**src/rtl/cpu_clkgen.sv**
```systemverilog
// rtl/cpu_clkgen.sv - phase/clock sequencer for the CPU: run/step/halt gating of controller, ALU and fetch strobes
//
// Ports:
//   clk          system clock, all logic on the rising edge
//   rst_         asynchronous active-low reset
//   run          level, request continuous execution
//   step         pulse, request exactly one instruction cycle
//   halt         from the CPU controller, stop at the next instruction boundary
//   cntrl_clk    controller clock, clk/2 while active
//   alu_clk      one 2-cycle-high pulse per instruction cycle (phases 12-13)
//   fetch        high during the first half of each instruction cycle
//   busy         sequencer is in RUN or STEP
//   halted       sequencer is in HALTED
//   instr_done   one-cycle pulse after each completed instruction cycle
//   instr_count  completed instruction cycles, saturating at all-ones

module cpu_clkgen #(
    parameter int CNT_W = 16
) (
    input  logic             clk,
    input  logic             rst_,
    input  logic             run,
    input  logic             step,
    input  logic             halt,
    output logic             cntrl_clk,
    output logic             alu_clk,
    output logic             fetch,
    output logic             busy,
    output logic             halted,
    output logic             instr_done,
    output logic [CNT_W-1:0] instr_count
);

    localparam logic [1:0] S_IDLE   = 2'd0;
    localparam logic [1:0] S_RUN    = 2'd1;
    localparam logic [1:0] S_STEP   = 2'd2;
    localparam logic [1:0] S_HALTED = 2'd3;

    logic [1:0]       state;
    logic [1:0]       state_nxt;
    logic [3:0]       ph;
    logic [3:0]       ph_nxt;
    logic             halt_seen;
    logic             halt_seen_nxt;
    logic             active;
    logic             active_nxt;
    logic             wrap;
    logic [CNT_W-1:0] count_nxt;

    always_comb begin
        active        = (state == S_RUN) || (state == S_STEP);
        wrap          = active && (ph == 4'hf);
        state_nxt     = state;
        ph_nxt        = ph;
        halt_seen_nxt = halt_seen;
        count_nxt     = instr_count;

        case (state)
            S_IDLE: begin
                // run has priority over step; phase stays 0 on the entry edge
                ph_nxt = 4'd0;
                if (run) begin
                    state_nxt = S_RUN;
                end else if (step) begin
                    state_nxt = S_STEP;
                end
            end
            S_RUN, S_STEP: begin
                if (halt) begin
                    halt_seen_nxt = 1'b1;
                end
                ph_nxt = ph + 4'd1;
                if (wrap) begin
                    if (instr_count != {CNT_W{1'b1}}) begin
                        count_nxt = instr_count + CNT_W'(1);
                    end
                    // halt sampled on the wrap edge itself counts as well
                    if (halt_seen || halt) begin
                        state_nxt = S_HALTED;
                    end else if ((state == S_RUN) && run) begin
                        state_nxt = S_RUN;
                    end else begin
                        state_nxt = S_IDLE;
                    end
                end
            end
            default: begin
                // HALTED: only reset leaves this state
                ph_nxt = 4'd0;
            end
        endcase

        active_nxt = (state_nxt == S_RUN) || (state_nxt == S_STEP);
    end

    always_ff @(posedge clk or negedge rst_) begin
        if (!rst_) begin
            state       <= S_IDLE;
            ph          <= 4'd0;
            halt_seen   <= 1'b0;
            cntrl_clk   <= 1'b0;
            alu_clk     <= 1'b0;
            fetch       <= 1'b0;
            busy        <= 1'b0;
            halted      <= 1'b0;
            instr_done  <= 1'b0;
            instr_count <= '0;
        end else begin
            state       <= state_nxt;
            ph          <= ph_nxt;
            halt_seen   <= halt_seen_nxt;
            // outputs are registered from the next state/phase so each flop
            // always matches the decode of the state/phase it sits beside
            cntrl_clk   <= active_nxt & ph_nxt[0];
            fetch       <= active_nxt & ~ph_nxt[3];
            alu_clk     <= active_nxt & ((ph_nxt == 4'd12) || (ph_nxt == 4'd13));
            busy        <= active_nxt;
            halted      <= (state_nxt == S_HALTED);
            instr_done  <= wrap;
            instr_count <= count_nxt;
        end
    end

endmodule
```
**config.mk**
```make
export PLATFORM = sky130hd
export DESIGN_NAME = cpu_clkgen
export DESIGN_NICKNAME = d
export VERILOG_FILES = /design/src/rtl/cpu_clkgen.sv
export SDC_FILE = /design/constraint.sdc
export NUM_CORES = 1
export LEC_CHECK = 0
export BUFFER_PORTS_ARGS = -buffer_cell sky130_fd_sc_hd__buf_4
export CAP_MARGIN = 20
export CORE_MARGIN = 4
export CORE_UTILIZATION = 41
export DETAILED_ROUTE_END_ITERATION = 6
export PLACE_DENSITY = 0.67
export SETUP_SLACK_MARGIN = 0.02
export SYNTH_ARGS = -nofsm -noshare
export SYNTH_HDL_FRONTEND = slang
export SYNTH_SLANG_ARGS = --single-unit
```
**constraint.sdc**
```tcl
create_clock -name clk -period 2.4 [get_ports clk]
set_input_delay 0.12 -clock clk [delete_from_list [all_inputs] [get_ports clk]]
set_output_delay 0.12 -clock clk [all_outputs]
set_load 0.01 [all_outputs]
```
==> flow_summary.json, run 1 <==
{
  "grt_pass1_wl_um": 4950,
  "die_area_sq_um": 4320,
  "drt_pass1_iterations": 4,
  "critical_path_arrival_ns": 2.28,
  "cts_max_level": 2,
  "grt_pass1_vias": 1039,
  "place_ws_ns": 0.358,
  "reg2reg_slack_ns": 0.37,
  "final_cells": 197,
  "post_cts_buffers": 0,
  "max_slew_margin_pct": 61.3,
  "final_cell_mix": "29 x dfrtp_1, 26 x buf_4, 10 x nor2_1",
  "crit_path_frequent_cell": "nand4_2",
  "setup_viol": 0,
  "rows": 20,
  "rsz0062_at_grt": "no",
  "synth-seq-cells": 29,
  "antenna_found_initial": 0,
  "start_kind": "flop",
  "hpwl_um": 2060,
  "layout_worst_path_cycle_share_pct": 84.4,
  "timing.critical_path.to": "instr_count[11]$_DFFE_PN0P_",
  "final_area_sq_um": 1680,
  "setup_tns_ns": 0,
  "max_cap_violations": 0,
  "cts.clk_slew.worst_paths_ns": 0.09,
  "ys_warn_count": 0,
  "drc_errors": 0,
  "grt_overflow": 0,
  "path_max_fanout": 7,
  "synthesis.nets": 130,
  "worst_r2r_path_depth": 7,
  "io-pin-count": 27,
  "leakage_nw": 0.892,
  "synth.yosys.seq_area_share_pct": 53.1,
  "cts_resized": 0,
  "final_antenna_net_count": 0,
  "syn_area_sq_um": 1370,
  "max-vdd-ir-drop_uv": 596,
  "fin_hold_ws_ns": 0.0309,
  "total_power_mw": 1.25,
  "ys_types": 34,
  "final_common_cell": "dfrtp_1",
  "dpl-instance-area_sq_um": 1620,
  "hold_viol_final": 0,
  "hp-start": "halt",
  "max_stage_delay_ns": 0.43,
  "initial_core_util_pct": 43.7,
  "grt_use_total_pct": 15.3,
  "path_class": "reg -> reg",
  "yosys-top-cells-area": "dfrtp_1 53%, ha_1 5.5%, xor2_1 5.1%, xnor2_1 3.8%, nand4_2 3.7%",
  "num_vias": 1040,
  "tightest_slew_ns": 0.576,
  "syn2layout_area_growth_pct": 23.1,
  "clock_latency_ns": 0.32,
  "fin_ws_ns": 0.375,
  "ctsLongestPathBuffers": 2,
  "wl_per_cell_um": 14.3,
  "p_int_uw": 855,
  "layout-drive-gt1-share_pct": 28.1,
  "yosys.area.top_type": "dfrtp_1",
  "cts_hold_buffers": 1,
  "totalWireLength_um": 2820,
  "die_h_um": 65.7,
  "synthCells": 119,
  "maxSlewViolCount": 0,
  "core_sq_um": 3130,
  "endpoint_kind": "flop",
  "worstPathRequired_ns": 2.66,
  "slowest_stage": "dfrtp_1",
  "p_sw_share_pct": 31.5,
  "tritoncts": "built",
  "p_switching_uw": 394,
  "numCtsBuffers": 5,
  "fmax_mhz": 494,
  "syn_area_per_cell_sq_um": 11.5,
  "outcome": "finished, final reports clean",
  "r2r_start": "state[0]$_DFF_PN0_",
  "via_per_inst": 5.28,
  "crit_path_cell_trace": "inv_1 > ha_1 > nand4_2 > inv_2 > nand4_2 > and4bb_1 > xor2_1",
  "nNetsFinal": 164,
  "clock_skew_ns": 0.0134,
  "p_seq_share_pct": 48.3,
  "comb_power_share_pct": 28.3,
  "first_iter_violations": 48,
  "worstReg2RegEnd": "instr_count[11]$_DFFE_PN0P_",
  "cts_root_buf": "clkbuf_4",
  "power.density_nw_per_um2": 742,
  "pwr-share-clk_pct": 23.4,
  "worstHoldPathType": "in -> reg",
  "insertedDiodeCount": 0,
  "gp_congestion": 0.902,
  "dp.cells": 189,
  "synth.top_cell.area_share_pct": 53.1,
  "die_w_um": 65.7,
  "period_needed_ns": 2.03,
  "grt_max_degree": 30,
  "fin_util_pct": 53.8,
  "cts.sinks": 29,
  "crit_path_start": "state[0]$_DFF_PN0_",
  "io_buffers": 26
}
==> area by class of cell <==
cell class,count,area (sq um)
inverters,6,22.5
well taps,44,55.1
clock buffers,7,55.1
multi-input cells,84,618
repair buffers,27,205
flip-flops and latches,29,726
fillers,291,1450
==> cells in the mapped netlist <==
master	number
nor3b_1	1
nor4_4	1
a31oi_1	1
o221ai_1	1
nand3b_1	1
nor2_1	10
nand4_1	3
and4_1	1
and3_2	1
o32a_1	1
mux2_4	1
nor2_2	1
nand2_1	4
inv_2	1
a21o_1	1
a21oi_1	4
nor3_1	5
dfrtp_1	29
nand3_1	7
nor4_1	1
and4bb_1	1
o21ai_0	2
nand4_2	4
a211oi_1	1
inv_1	5
nand3_2	1
o22ai_1	1
xnor2_1	6
and3_1	3
a41oi_1	1
xor2_1	8
and2_1	4
ha_1	6
or3_2	1
==> cells by family (layout without fill, tap and decap cells) <==
group | count (synthesis) | count (layout) | share of synthesized area [%]
AO/OA/AOI/OAI | 13 | 13 | 6.23
XOR/XNOR | 14 | 14 | 8.97
adder cells (fa/ha/maj) | 6 | 6 | 5.49
buffers and inverters | 6 | 40 | 1.65
flip-flops | 29 | 29 | 53.1
multiplexers | 1 | 1 | 1.10
AND/OR/NAND/NOR | 50 | 50 | 23.4
==> how the worst min path moves through the flow <==
stage	cells past startpoint	end
after floorplan	0	alu_clk$_DFF_PN0_
after global placement	1	instr_count[2]$_DFFE_PN0P_
after detailed placement	1	instr_count[1]$_DFFE_PN0P_
after CTS	2	halt_seen$_DFFE_PN0P_
after global routing	2	halt_seen$_DFFE_PN0P_
final	2	halt_seen$_DFFE_PN0P_
==> power groups by stage <==
stage               logic (mW)  registers [mW]  clock network (mW)
detailed placement       0.359           0.611                   0
global route             0.413           0.612               0.330
global placement         0.341           0.607                   0
finish                   0.353           0.603               0.292
floorplan                0.217           0.616                   0
CTS                      0.365           0.602               0.302
==> worst max-delay path: cells and delay by family, from the launching register on <==
| kind | cells | cell delay, ns |
|---|---|---|
| buffers and inverters | 2 | 0.22 |
| XOR/XNOR | 1 | 0.14 |
| adder cells (fa/ha/maj) | 1 | 0.40 |
| AND/OR/NAND/NOR | 3 | 0.79 |
| flip-flops | 1 | 0.43 |
==> registers in the layout, summed over array words and instances (netlist names) <==
register and cells:
alu_clk 1, instr_count 16, halt_seen 1, halted 1
fetch 1, ph 4, cntrl_clk 1, state 2
busy 1, instr_done 1
==> routing by layer <==
layer  GRT usage, %  part of all wire, %
met5              0                    0
met4           4.92                 0.74
met3           6.67                  7.6
met2           23.9                   48
met1           18.9                   44
Note: power is estimated with default switching activity, not from simulation.
==> run 2, diff against run 1 <==
Clock period 2.4 ns to 2 ns, I/O delays scaled along.
==> flow_summary.json, run 2 (synthesized netlist as in run 1, its figures left out) <==
{
  "worstHoldPathType": "in -> reg",
  "fillers": 272,
  "critical_path_arrival_ns": 2.12,
  "antenna_found_initial": 0,
  "seq_area_sq_um": 726,
  "hpwl_um": 2120,
  "max_slew_margin_pct": 75.7,
  "grt_pass1_vias": 1010,
  "rows": 20,
  "p_seq_share_pct": 45.6,
  "first_iter_violations": 78,
  "met3WireLength_um": 223,
  "hold_viol_final": 0,
  "drt_pass1_iterations": 4,
  "wl_met1_um": 1230,
  "ctsLongestPathBuffers": 2,
  "final_common_cell": "buf_4",
  "cts_root_buf": "clkbuf_4",
  "p_switching_uw": 519,
  "max-vdd-ir-drop_uv": 643,
  "p_sw_share_pct": 32.7,
  "power.density_nw_per_um2": 898,
  "tritoncts": "built",
  "rsz0062_at_grt": "no",
  "path_class": "reg -> reg",
  "max_cap_violations": 0,
  "post_cts_buffers": 0,
  "core_sq_um": 3130,
  "p_int_mw": 1.07,
  "clock_skew_ns": 0.00461,
  "dpl-instance-area_sq_um": 1650,
  "multi_input_area_sq_um": 682,
  "syn2layout_area_growth_pct": 29.5,
  "top_register": "instr_count",
  "met2_wirelength_um": 1410,
  "via_per_inst": 5.13,
  "largestRegisters": "instr_count x16, ph x4, state x2",
  "hold_depth": 2,
  "die_w_um": 65.7,
  "final_antenna_net_count": 0,
  "cts_max_level": 2,
  "die_area_sq_um": 4320,
  "insertedDiodeCount": 0,
  "comb_power_share_pct": 34.2,
  "holdPathEnd": "halt_seen$_DFFE_PN0P_",
  "final_area_sq_um": 1770,
  "leakage_nw": 0.926,
  "fin_util_pct": 56.6,
  "path_max_fanout": 7,
  "topRoutingLayerUsed": "met4",
  "reg2reg_slack_ns": 0.09,
  "period_needed_ns": 1.91,
  "r2r_start": "state[1]$_DFF_PN0_",
  "outcome": "finished, final reports clean",
  "gp_congestion": 0.891,
  "nNetsFinal": 168,
  "tightest_slew_ns": 0.364,
  "largest_reg_flops": 16,
  "fmax_mhz": 522,
  "numCtsBuffers": 5,
  "io-pin-count": 27,
  "num_vias": 1037,
  "grt_overflow": 0,
  "clock_latency_ns": 0.31,
  "grt_max_degree": 30,
  "pwr-share-clk_pct": 20.3,
  "start_kind": "flop",
  "cts.clk_slew.worst_paths_ns": 0.08,
  "io_buffers": 26,
  "endpoint_kind": "flop",
  "grt_pass1_wl_um": 4750,
  "layout_worst_path_cycle_share_pct": 95.7,
  "die_h_um": 65.7,
  "cts.sinks": 29,
  "drc_errors": 0,
  "totalWireLength_um": 2900,
  "wl_per_cell_um": 14.3,
  "hp-start": "halt",
  "setup_viol": 0,
  "initial_core_util_pct": 43.7,
  "worst_r2r_path_depth": 7,
  "maxSlewViolCount": 0,
  "worstReg2RegEnd": "fetch$_DFF_PN0_",
  "worstPathRequired_ns": 2.20,
  "layout-drive-gt1-share_pct": 33.5,
  "grt_use_total_pct": 14.7,
  "setup_tns_ns": 0,
  "final_cell_mix": "30 x buf_4, 29 x dfrtp_1, 9 x nor2_1"
}
## run 2: cell types whose count changed in the layout (fill, tap and decap cells not counted), moves of 2 or more
cell | previous run | this run
nand4_2 | 4 | 2
ha_1 | 6 | 3
clkbuf_1 | 1 | 3
nand4_4 | 0 | 2
buf_4 | 26 | 30
ha_4 | 0 | 2
## run 2: what timing repair did
action                                  CTS  global route
pin swaps                                 0             1
hold buffers                              1             0
endpoints found under the setup margin    1             5
endpoints found under the hold margin    29             0
resized for setup                         1             8
## run 2: worst max-delay path, cell delays in order (launching register included)
cell and delay (ns):
dfrtp_1 0.40, inv_1 0.12, ha_4 0.32, o21ai_0 0.09
o32a_1 0.17, o22ai_1 0.30, ha_4 0.27, and2_1 0.14
## run 2: how the worst max path moves through the flow
| stage | startpoint | to | slack, ns | cells after the start |
|---|---|---|---|---|
| 6_report | state[1]$_DFF_PN0_ | fetch$_DFF_PN0_ | 0.09 | 7 |
| 3_3_place_gp | state[0]$_DFF_PN0_ | instr_count[11]$_DFFE_PN0P_ | 0.06 | 7 |
| 4_1_cts | state[0]$_DFF_PN0_ | instr_count[11]$_DFFE_PN0P_ | 0.07 | 7 |
| 3_5_place_dp | state[0]$_DFF_PN0_ | instr_count[11]$_DFFE_PN0P_ | 0.02 | 7 |
| 2_1_floorplan | instr_count[0]$_DFFE_PN0P_ | instr_count[1]$_DFFE_PN0P_ | 0.24 | 5 |
| 5_1_grt | state[0]$_DFF_PN0_ | alu_clk$_DFF_PN0_ | 0.01 | 8 |
## run 2: layer usage
layer	track usage [%]	up-vias
met3	6.84	5
met2	23.9	29
met1	17.2	500
li1	-	503
met5	0	-
met4	4.66	0
## run 2: cell type report
class                           count  share of cell area [%]
Clock buffer                        8                    2.76
Inverter                            6                    1.27
Multi-Input combinational cell     84                    38.5
Sequential cell                    29                    41.0
Tap cell                           44                    3.11
Timing Repair Buffer               31                    13.3
## run 2: per-stage QoR
stage                     power [mW]  hold slack, ns  std cells  setup slack, ns
after detailed placement        1.17          0.0429        193           0.0159
final                           1.59          0.0298        202           0.0861
after CTS                       1.53          0.0137        202           0.0706
after floorplan                 1.00          -0.196        119            0.236
after global placement          1.13          0.0400        193           0.0594
after global routing            1.69          0.0249        202           0.0113
## run 2: power by group through the flow
stage | sequential, mW | combinational, mW | clock [mW]
2_1_floorplan | 0.739 | 0.260 | 0
3_3_place_gp | 0.728 | 0.406 | 0
3_5_place_dp | 0.731 | 0.436 | 0
4_1_cts | 0.719 | 0.478 | 0.337
5_1_grt | 0.732 | 0.594 | 0.368
6_report | 0.724 | 0.543 | 0.322
